--- config.mk ---
export PLATFORM = sky130hd
export DESIGN_NAME = arq_sender
export DESIGN_NICKNAME = d
export VERILOG_FILES = /design/src/rtl/arq_pkg.sv /design/src/rtl/arq_timeout_timer.sv /design/src/rtl/arq_sender.sv
export SDC_FILE = /design/constraint.sdc
export NUM_CORES = 1
export LEC_CHECK = 0
export ABC_CLOCK_PERIOD_IN_PS = 2400
export BUFFER_PORTS_ARGS = -buffer_cell sky130_fd_sc_hd__buf_2
export CAP_MARGIN = 20
export CORE_UTILIZATION = 40
export DETAILED_ROUTE_END_ITERATION = 6
export PLACE_DENSITY = 0.65
export SYNTH_ARGS = -nofsm -noshare
export SYNTH_HDL_FRONTEND = slang
export SYNTH_HIERARCHICAL = 1
export SYNTH_SLANG_ARGS = --single-unit
--- constraint.sdc ---
create_clock -name clk -period 2.4 [get_ports clk]
set_input_delay 0.48 -clock clk [delete_from_list [all_inputs] [get_ports clk]]
set_output_delay 0.48 -clock clk [all_outputs]
set_load 0.01 [all_outputs]
--- src/rtl/arq_pkg.sv ---
// rtl/arq_pkg.sv - shared types, constants and helpers for the stop-and-wait ARQ sender
package arq_pkg;

   typedef enum logic [1:0] {
      IDLE     = 2'd0,
      SEND     = 2'd1,
      WAIT_ACK = 2'd2,
      FAIL     = 2'd3
   } arq_state_e;

   localparam logic ACK_OK  = 1'b1;
   localparam logic ACK_NAK = 1'b0;

   function automatic int arq_frame_w(input int data_w);
      return 2 * data_w + 1;
   endfunction

   // Callers truncate to their payload width, which yields the mod 2^DATA_W sum.
   function automatic logic [31:0] arq_checksum(input logic [31:0] data, input logic seq);
      return ~(data + {31'b0, seq});
   endfunction

endpackage

--- src/rtl/arq_timeout_timer.sv ---
// rtl/arq_timeout_timer.sv - ACK timeout counter; expired while enabled and count reaches TIMEOUT-1
module arq_timeout_timer #(
   parameter int TIMEOUT = 64
) (
   input  logic clk,
   input  logic rst_n,
   input  logic clear,
   input  logic enable,
   output logic expired
);

   localparam int CNT_W = (TIMEOUT > 2) ? $clog2(TIMEOUT) : 1;
   localparam logic [CNT_W-1:0] LAST = CNT_W'(TIMEOUT - 1);

   logic [CNT_W-1:0] cnt_q;
   logic [CNT_W-1:0] cnt_d;

   assign expired = enable && (cnt_q == LAST);

   always_comb begin
      cnt_d = cnt_q;
      if (clear) begin
         cnt_d = '0;
      end else if (enable && (cnt_q != LAST)) begin
         cnt_d = cnt_q + 1'b1;
      end
   end

   always_ff @(posedge clk or negedge rst_n) begin
      if (!rst_n) begin
         cnt_q <= '0;
      end else begin
         cnt_q <= cnt_d;
      end
   end

endmodule

--- src/rtl/arq_sender.sv ---
// rtl/arq_sender.sv - stop-and-wait ARQ transmit stage with seq bit, checksum and bounded retry
// Optional ARQ_STATS_EN adds frames_sent / words_ok counters.
module arq_sender
   import arq_pkg::*;
#(
   parameter int DATA_W    = 8,
   parameter int TIMEOUT   = 64,
   parameter int MAX_RETRY = 3
) (
   input  logic                    clk,
   input  logic                    rst_n,
   input  logic [DATA_W-1:0]       in_data,
   input  logic                    in_valid,
   output logic                    in_ready,
   output logic [2*DATA_W:0]       tx_frame,
   output logic                    tx_valid,
   input  logic                    tx_ready,
   input  logic                    ack_valid,
   input  logic                    ack_ok,
   input  logic                    ack_seq,
   output logic [3:0]              retry_cnt,
   output logic                    busy,
`ifdef ARQ_STATS_EN
   output logic [15:0]             frames_sent,
   output logic [15:0]             words_ok,
`endif
   output logic                    fail
);

   localparam int FRAME_W = arq_frame_w(DATA_W);
   localparam logic [3:0] RETRY_MAX = 4'(MAX_RETRY);

   arq_state_e           state_q, state_d;
   logic                 seq_q, seq_d;
   logic [FRAME_W-1:0]   frame_q, frame_d;
   logic [3:0]           retry_q, retry_d;
   logic                 in_ready_q, in_ready_d;
   logic [DATA_W-1:0]    chk;
   logic                 timer_clr;
   logic                 timer_exp;
   logic                 good_ack;
   logic                 bad_ack;
   logic                 tx_fire;

   arq_timeout_timer #(
      .TIMEOUT(TIMEOUT)
   ) u_timer (
      .clk    (clk),
      .rst_n  (rst_n),
      .clear  (timer_clr),
      .enable (state_q == WAIT_ACK),
      .expired(timer_exp)
   );

   assign chk      = DATA_W'(arq_checksum(32'(in_data), seq_q));
   assign tx_valid = (state_q == SEND);
   assign tx_fire  = tx_valid && tx_ready;
   assign good_ack = (state_q == WAIT_ACK) && ack_valid && (ack_ok == ACK_OK) && (ack_seq == seq_q);
   assign bad_ack  = (state_q == WAIT_ACK) && ack_valid && !good_ack;

   always_comb begin
      state_d   = state_q;
      seq_d     = seq_q;
      frame_d   = frame_q;
      retry_d   = retry_q;
      timer_clr = 1'b0;
      case (state_q)
         IDLE: begin
            if (in_valid && in_ready_q) begin
               frame_d = {seq_q, in_data, chk};
               state_d = SEND;
            end
         end
         SEND: begin
            if (tx_ready) begin
               timer_clr = 1'b1;
               state_d   = WAIT_ACK;
            end
         end
         WAIT_ACK: begin
            // A good ACK takes priority over a simultaneous timeout.
            if (good_ack) begin
               seq_d   = ~seq_q;
               retry_d = '0;
               state_d = IDLE;
            end else if (bad_ack || timer_exp) begin
               if (retry_q < RETRY_MAX) begin
                  retry_d = retry_q + 1'b1;
                  state_d = SEND;
               end else begin
                  state_d = FAIL;
               end
            end
         end
         FAIL: begin
            state_d = FAIL;
         end
         default: begin
            state_d = IDLE;
         end
      endcase
      // Registered so in_ready stays low through reset and rises on the first edge after.
      in_ready_d = (state_d == IDLE);
   end

   always_ff @(posedge clk or negedge rst_n) begin
      if (!rst_n) begin
         state_q    <= IDLE;
         seq_q      <= 1'b0;
         frame_q    <= '0;
         retry_q    <= '0;
         in_ready_q <= 1'b0;
      end else begin
         state_q    <= state_d;
         seq_q      <= seq_d;
         frame_q    <= frame_d;
         retry_q    <= retry_d;
         in_ready_q <= in_ready_d;
      end
   end

   assign in_ready  = in_ready_q;
   assign tx_frame  = frame_q;
   assign retry_cnt = retry_q;
   assign busy      = (state_q != IDLE);
   assign fail      = (state_q == FAIL);

`ifdef ARQ_STATS_EN
   logic [15:0] frames_sent_q, frames_sent_d;
   logic [15:0] words_ok_q, words_ok_d;

   always_comb begin
      frames_sent_d = frames_sent_q;
      words_ok_d    = words_ok_q;
      if (tx_fire) begin
         frames_sent_d = frames_sent_q + 16'd1;
      end
      if (good_ack) begin
         words_ok_d = words_ok_q + 16'd1;
      end
   end

   always_ff @(posedge clk or negedge rst_n) begin
      if (!rst_n) begin
         frames_sent_q <= '0;
         words_ok_q    <= '0;
      end else begin
         frames_sent_q <= frames_sent_d;
         words_ok_q    <= words_ok_d;
      end
   end

   assign frames_sent = frames_sent_q;
   assign words_ok    = words_ok_q;
`else
   logic unused_tx_fire;
   assign unused_tx_fire = tx_fire;
`endif

endmodule

# == After elaboration in Yosys (flattened, before gate mapping) ==
# Cells that the tools add are included.
# word_totals
latch_bits,0
wordCells,49
reg_bits,31
romBits,0
ramBits,0
out_inout_bits,25
memories,0
# classes
addsub,3
reduce_logical,18
n_eq_ne,6
n_div,0
mux,13
n_shift,0
bitwise_logic,2
magnitude_cmp,1
mul,0
# ops
operator,count
4-bit two-way mux,3
6-bit two-way mux,2
2-bit two-way mux,5
8-bit by 1-bit adder with 8-bit output,1
8-bit inverter,1
2-bit case mux with 4 select lines,1
2-bit nonzero test,4
1-bit logical AND,7
"6-bit by 1-bit adder with 6-bit output, second input constant",1
"6-bit == test, second input constant",1
"6-bit != test, second input constant",1
"4-bit by 1-bit adder with 4-bit output, second input constant",1
"2-bit == test, second input constant",2
2-bit logical NOT,2
"4-bit by 2-bit less-than comparator with 1-bit output, second input constant",1
2-bit AND reduction,2
3-bit AND reduction,1
"2-bit by 1-bit == test with 1-bit output, second input constant",1
1-bit two-way mux,2
1-bit == test,1
1-bit logical NOT,1
1-bit logical OR,1
1-bit inverter,1

# == Logic depth before layout (Yosys ltp) ==
# depth
ltp_word,11
ltp_mapped,8
mapped_depth_nobuf,7

# == Modules after synthesis ==
# Netlist, hierarchy kept.
# by_module_without_submodules
module,instances,area_each_um2,cells_each
arq_sender,1,1183.6,99
arq_timeout_timer,1,389.1,42

# == Worst setup path after synthesis ==
# No wires, ideal clock.
# synth_path
path_type,register to register
startpoint,register state_q[0]
endpoint,register in_ready_q (netlist: in_ready)
stages_incl_launch_ff,9
arrival_time_ps,1544
t_required_ps,2280
path_buffers,1
path_slack_ps,736
path_cell_list,dfrtp_1 -> nor2b_1 -> buf_6 -> nand4_1 -> nor2_1 -> nor2_1 -> nand2_1 -> o211a_1 -> and3b_1
# synth_between
word_cells_on_any_way,17
# synth_rtl
element,line,source
start: declaration,arq_sender.sv:33,"arq_state_e state_q, state_d;"
start signal: assignment,arq_sender.sv:114,state_q <= state_d;
2-bit == test,arq_sender.sv:51,".enable (state_q == WAIT_ACK),"
1-bit logical AND,arq_timeout_timer.sv:18,assign expired = enable && (cnt_q == LAST);
net timer_exp,arq_sender.sv:40,logic timer_exp;
1-bit logical OR,arq_sender.sv:86,end else if (bad_ack || timer_exp) begin
2-bit two-way mux,arq_sender.sv:86,
2-bit two-way mux,arq_sender.sv:82,if (good_ack) begin
2-bit case mux with 4 select lines,arq_sender.sv:67,case (state_q)
net state_d[0],arq_sender.sv:33,
2-bit logical NOT,arq_sender.sv:103,in_ready_d = (state_d == IDLE);
net in_ready_d,arq_sender.sv:37,"logic in_ready_q, in_ready_d;"
end signal: assignment,arq_sender.sv:118,in_ready_q <= in_ready_d;
end: declaration,arq_sender.sv:37,
# The timed path passes the listed nets, and every way through them passes these cells.
# A chain may end at the register's enable or synchronous reset.

# == Worst setup path after layout ==
# layout_path
startpoint,register state_q[1]
endpoint,register in_ready_q (netlist: in_ready)
# layout_between
word_cells_on_any_way,17
# layout_rtl
element,line
2-bit == test,arq_sender.sv:51
1-bit logical AND,arq_timeout_timer.sv:18
net timer_exp,arq_sender.sv:40
1-bit logical OR,arq_sender.sv:86
2-bit two-way mux,arq_sender.sv:86
2-bit two-way mux,arq_sender.sv:82
2-bit case mux with 4 select lines,arq_sender.sv:67
2-bit logical NOT,arq_sender.sv:103
net in_ready_d,arq_sender.sv:37
# The timed path passes the listed nets, and every way through them passes these cells.

==> implementation parameters <==
Parameter                              Value

Pwr
  Portion of total power attributed to sequential cells    38.8%
  Power density of the placed cells    1230 nW/um^2
  Net Sw Frac    34.7%
  Portion of total power attributed to the clock network    23.0%
  Comb power frac    38.2%
  Leakage power    0.000951 uW
  Max rail drop VDD    0.593 mV
  Total internal power    1520 uW
  NetSw    809 uW

Yosys
  Number of nets in the synthesized netlist    160
  Area share of the leading cell type in the synthesized netlist    49.3%
  Mean instance size in the synthesized netlist    11.2 sq um
  Portion of the post-synthesis area used by sequential elements    49.3%
  Number of distinct standard cells referenced by the synthesized netlist    37
  Number of warnings printed during yosys synthesis    6
  Top cells by area, synth    dfrtp_1, mux2_4, nand2_1, xnor2_1, ha_1
  Synthesized instance count    141
  Register bit total from synthesis    31
  Count of flip-flops with a built-in enable after synthesis    0
  Summed instance area of the synthesized netlist    1570 sq um
  Most instantiated flip-flop cell in the synthesis netlist    dfrtp_1
  Area leader, netlist    dfrtp_1
  Ys async rst share    100%

Clocking
  Number of buffers added by the clock tree synthesis step    5
  Sink count of the clock tree    31
  Post-CTS setup buffers    0
  Clock slew seen by the registers of the worst setup and hold paths    0.07 ns
  Skew-Pair Late Insertion Delay    0.28 ns
  CTS H-tree depth    2
  Clock tree buffer depth    2
  Clock tree from TritonCTS    built
  Resized Gates After CTS    0
  Count of hold-fix buffers inserted at cts    0
  CTS root buffer    clkbuf_8

Placed design
  Placed wire-length estimate after detailed placement    2270 um
  Placed instance area    1780 sq um
  Port-buffer cells    39
  Total placed cells including tap cells    225
  Weighted congestion reported at the end of routability-driven placement    0.769

GRT
  Antenna violations before repair    0
  Global-route usage over all layers    16.9%
  Global route total overflow    0
  Maximum number of pins on one net before global-route repair    32
  Number of global-route vias before repair    1217
  Global-route wire length before repair    5390 um

Route
  Remaining design rule violation count    0
  Iteration-0 DRC count of the detailed router    70
  Via count    1243
  Via density per instance    5.33
  Post-Route WL    3160 um
  Average wire length per cell after detail routing    13.5 um
  Number of iterations in the first detailed-routing pass    4
  Count of antenna-violating nets left after detailed routing    0

Floorplanning
  Area of the core region    3720 sq um
  Top-level port count    40
  Initial standard-cell utilization of the core    42.3%
  Std-Cell Rows    22
  Area of the die    4190 sq um
  DIE HEIGHT    64.7 um
  Width of the die    64.7 um

Setup path
  Startpoint types    flip-flop
  Worst Setup Path Type    reg -> reg
  Worst Path Required    2.62 ns
  Kind of end point of the critical path    flip-flop
  Crit-path max FO    13
  Data arrival time of the worst path    1.92 ns

Layout
  Fraction of layout cells with a size suffix above 1    34.1%
  Antenna Diode Count    0
  Utilization of the core after routing    51.2%
  Area taken by multi-input logic gates    734 sq um
  Fill cell count    344
  Register area    776 sq um
  Post-route cell area    1900 sq um
  Number of non-filler instances in the completed layout    233
  # nets final    203
  Layout overhead on the synthesized area    20.9%

STA
  Total setup violations reported at the end of the flow    0
  Total negative slack for setup checks    0 ns
  Pins over their slew limit    0
  Final Critical Period    1.70 ns
  Unrepaired setup endpoints after global routing    no
  Worst slew margin    55.0%
  Final hold vios    0
  Worst hold slack after final layout    0.230 ns
  Maximum clock frequency    0.588 GHz
  Transition time of the tightest slew-check pin    0.675 ns
  Part of the cycle the worst path needs    70.9%
  Final clock skew    0.00375 ns

Hold path
  Hold WC Path Type    in -> async

Job
  Max_cap viols    0

Status
  Status    finished clean
-- cells in the final DEF, fill, tap and decap left out, drive strengths merged, types with 2 or more instances in the layout --
cell	n
buf	41
dfrtp	31
nand2	18
mux2	10
o21ai	9
xnor2	6
clkbuf	6
nor2	5
nand3	5
a31oi	5
a21oi	5
and2	4
ha	4
mux2i	3
nor3	3
nand2b	3
nand4	3
nor2b	2
and2b	2
or2	2
nor3b	2
o311ai	2
a211oi	2
and3	2
-- metrics by stage --
stage,setup WS (ns),total power [uW]
global placement,0.726,1750
floorplan,0.736,1500
global route,0.522,2500
finish,0.699,2330
CTS,0.699,2350
detailed placement,0.672,1800
-- cells in the mapped netlist (all sizes together), types with 2 or more instances --
cell	count
a211oi	2
a21oi	5
a31oi	5
and2	4
and2b	2
and3	2
buf	5
dfrtp	31
ha	4
mux2	10
mux2i	3
nand2	18
nand2b	3
nand3	5
nand4	3
nor2	5
nor2b	2
nor3	3
nor3b	2
o21ai	9
o311ai	2
or2	2
xnor2	6
-- per-layer routing --
layer | track usage (%) | share of wire [%]
met1 | 19.3 | 43
met2 | 28.0 | 48
met3 | 5.81 | 7.3
met4 | 8.33 | 1.9
met5 | 0 | 0
-- critical path, stage by stage, from the launching register on --
cell and delay [ns]:
dfrtp_1 0.42, nor2b_1 0.15, buf_4 0.19, nand4_1 0.16, nor2_1 0.21, a21oi_1 0.09, o21ai_0 0.24, and3b_1 0.19
-- cell families after synthesis --
kind of cell	Yosys count	synth area share, %
AO/OA/AOI/OAI	27	10.9
flip-flops	31	49.3
buffers and inverters	6	3.98
AND/OR/NAND/NOR	53	18.2
XOR/XNOR	7	3.90
adder cells (fa/ha/maj)	4	3.18
multiplexers	13	10.5
-- flip-flops by register name, indices dropped and copies added (netlist names) --
signal and count:
in_ready 1, retry_cnt 4, tx_frame 17, seq_q 1
u_timer/cnt_q 6, state_q 2
-- power groups by stage --
stage | registers, uW | logic, uW | clock network (uW)
after detailed placement | 914 | 890 | 0
after floorplan | 970 | 531 | 0
after CTS | 906 | 895 | 549
after global placement | 894 | 856 | 0
final | 905 | 889 | 536
after global routing | 940 | 986 | 573
-- worst paths after layout --
kind | start | end | cells after the start | slack [ns]
setup / recovery | state_q[1]$_DFF_PN0_ | in_ready$_DFF_PN0_ | 7 | 0.70
hold / removal | rst_n | tx_frame[8]$_DFFE_PN0P_ | 1 | 0.23
setup reg to reg | state_q[1]$_DFF_PN0_ | in_ready$_DFF_PN0_ | 7 | 0.70
hold reg to reg | tx_frame[2]$_DFFE_PN0P_ | tx_frame[2]$_DFFE_PN0P_ | 2 | 0.47
max in group asynchronous | rst_n | retry_cnt[3]$_DFFE_PN0P_ | 1 | 1.73
min in group clk | in_data[0] | tx_frame[8]$_DFFE_PN0P_ | 2 | 0.46
-- final cells by class --
| type | count | area share [%] |
|---|---|---|
| Clock buffer | 6 | 4.34 |
| Clock inverter | 2 | 1.84 |
| Inverter | 1 | 0.197 |
| Multi-Input combinational cell | 104 | 38.6 |
| Sequential cell | 31 | 40.8 |
| Tap cell | 48 | 3.16 |
| Timing Repair Buffer | 41 | 11.1 |
Note: power is estimated with default switching activity, not from simulation.
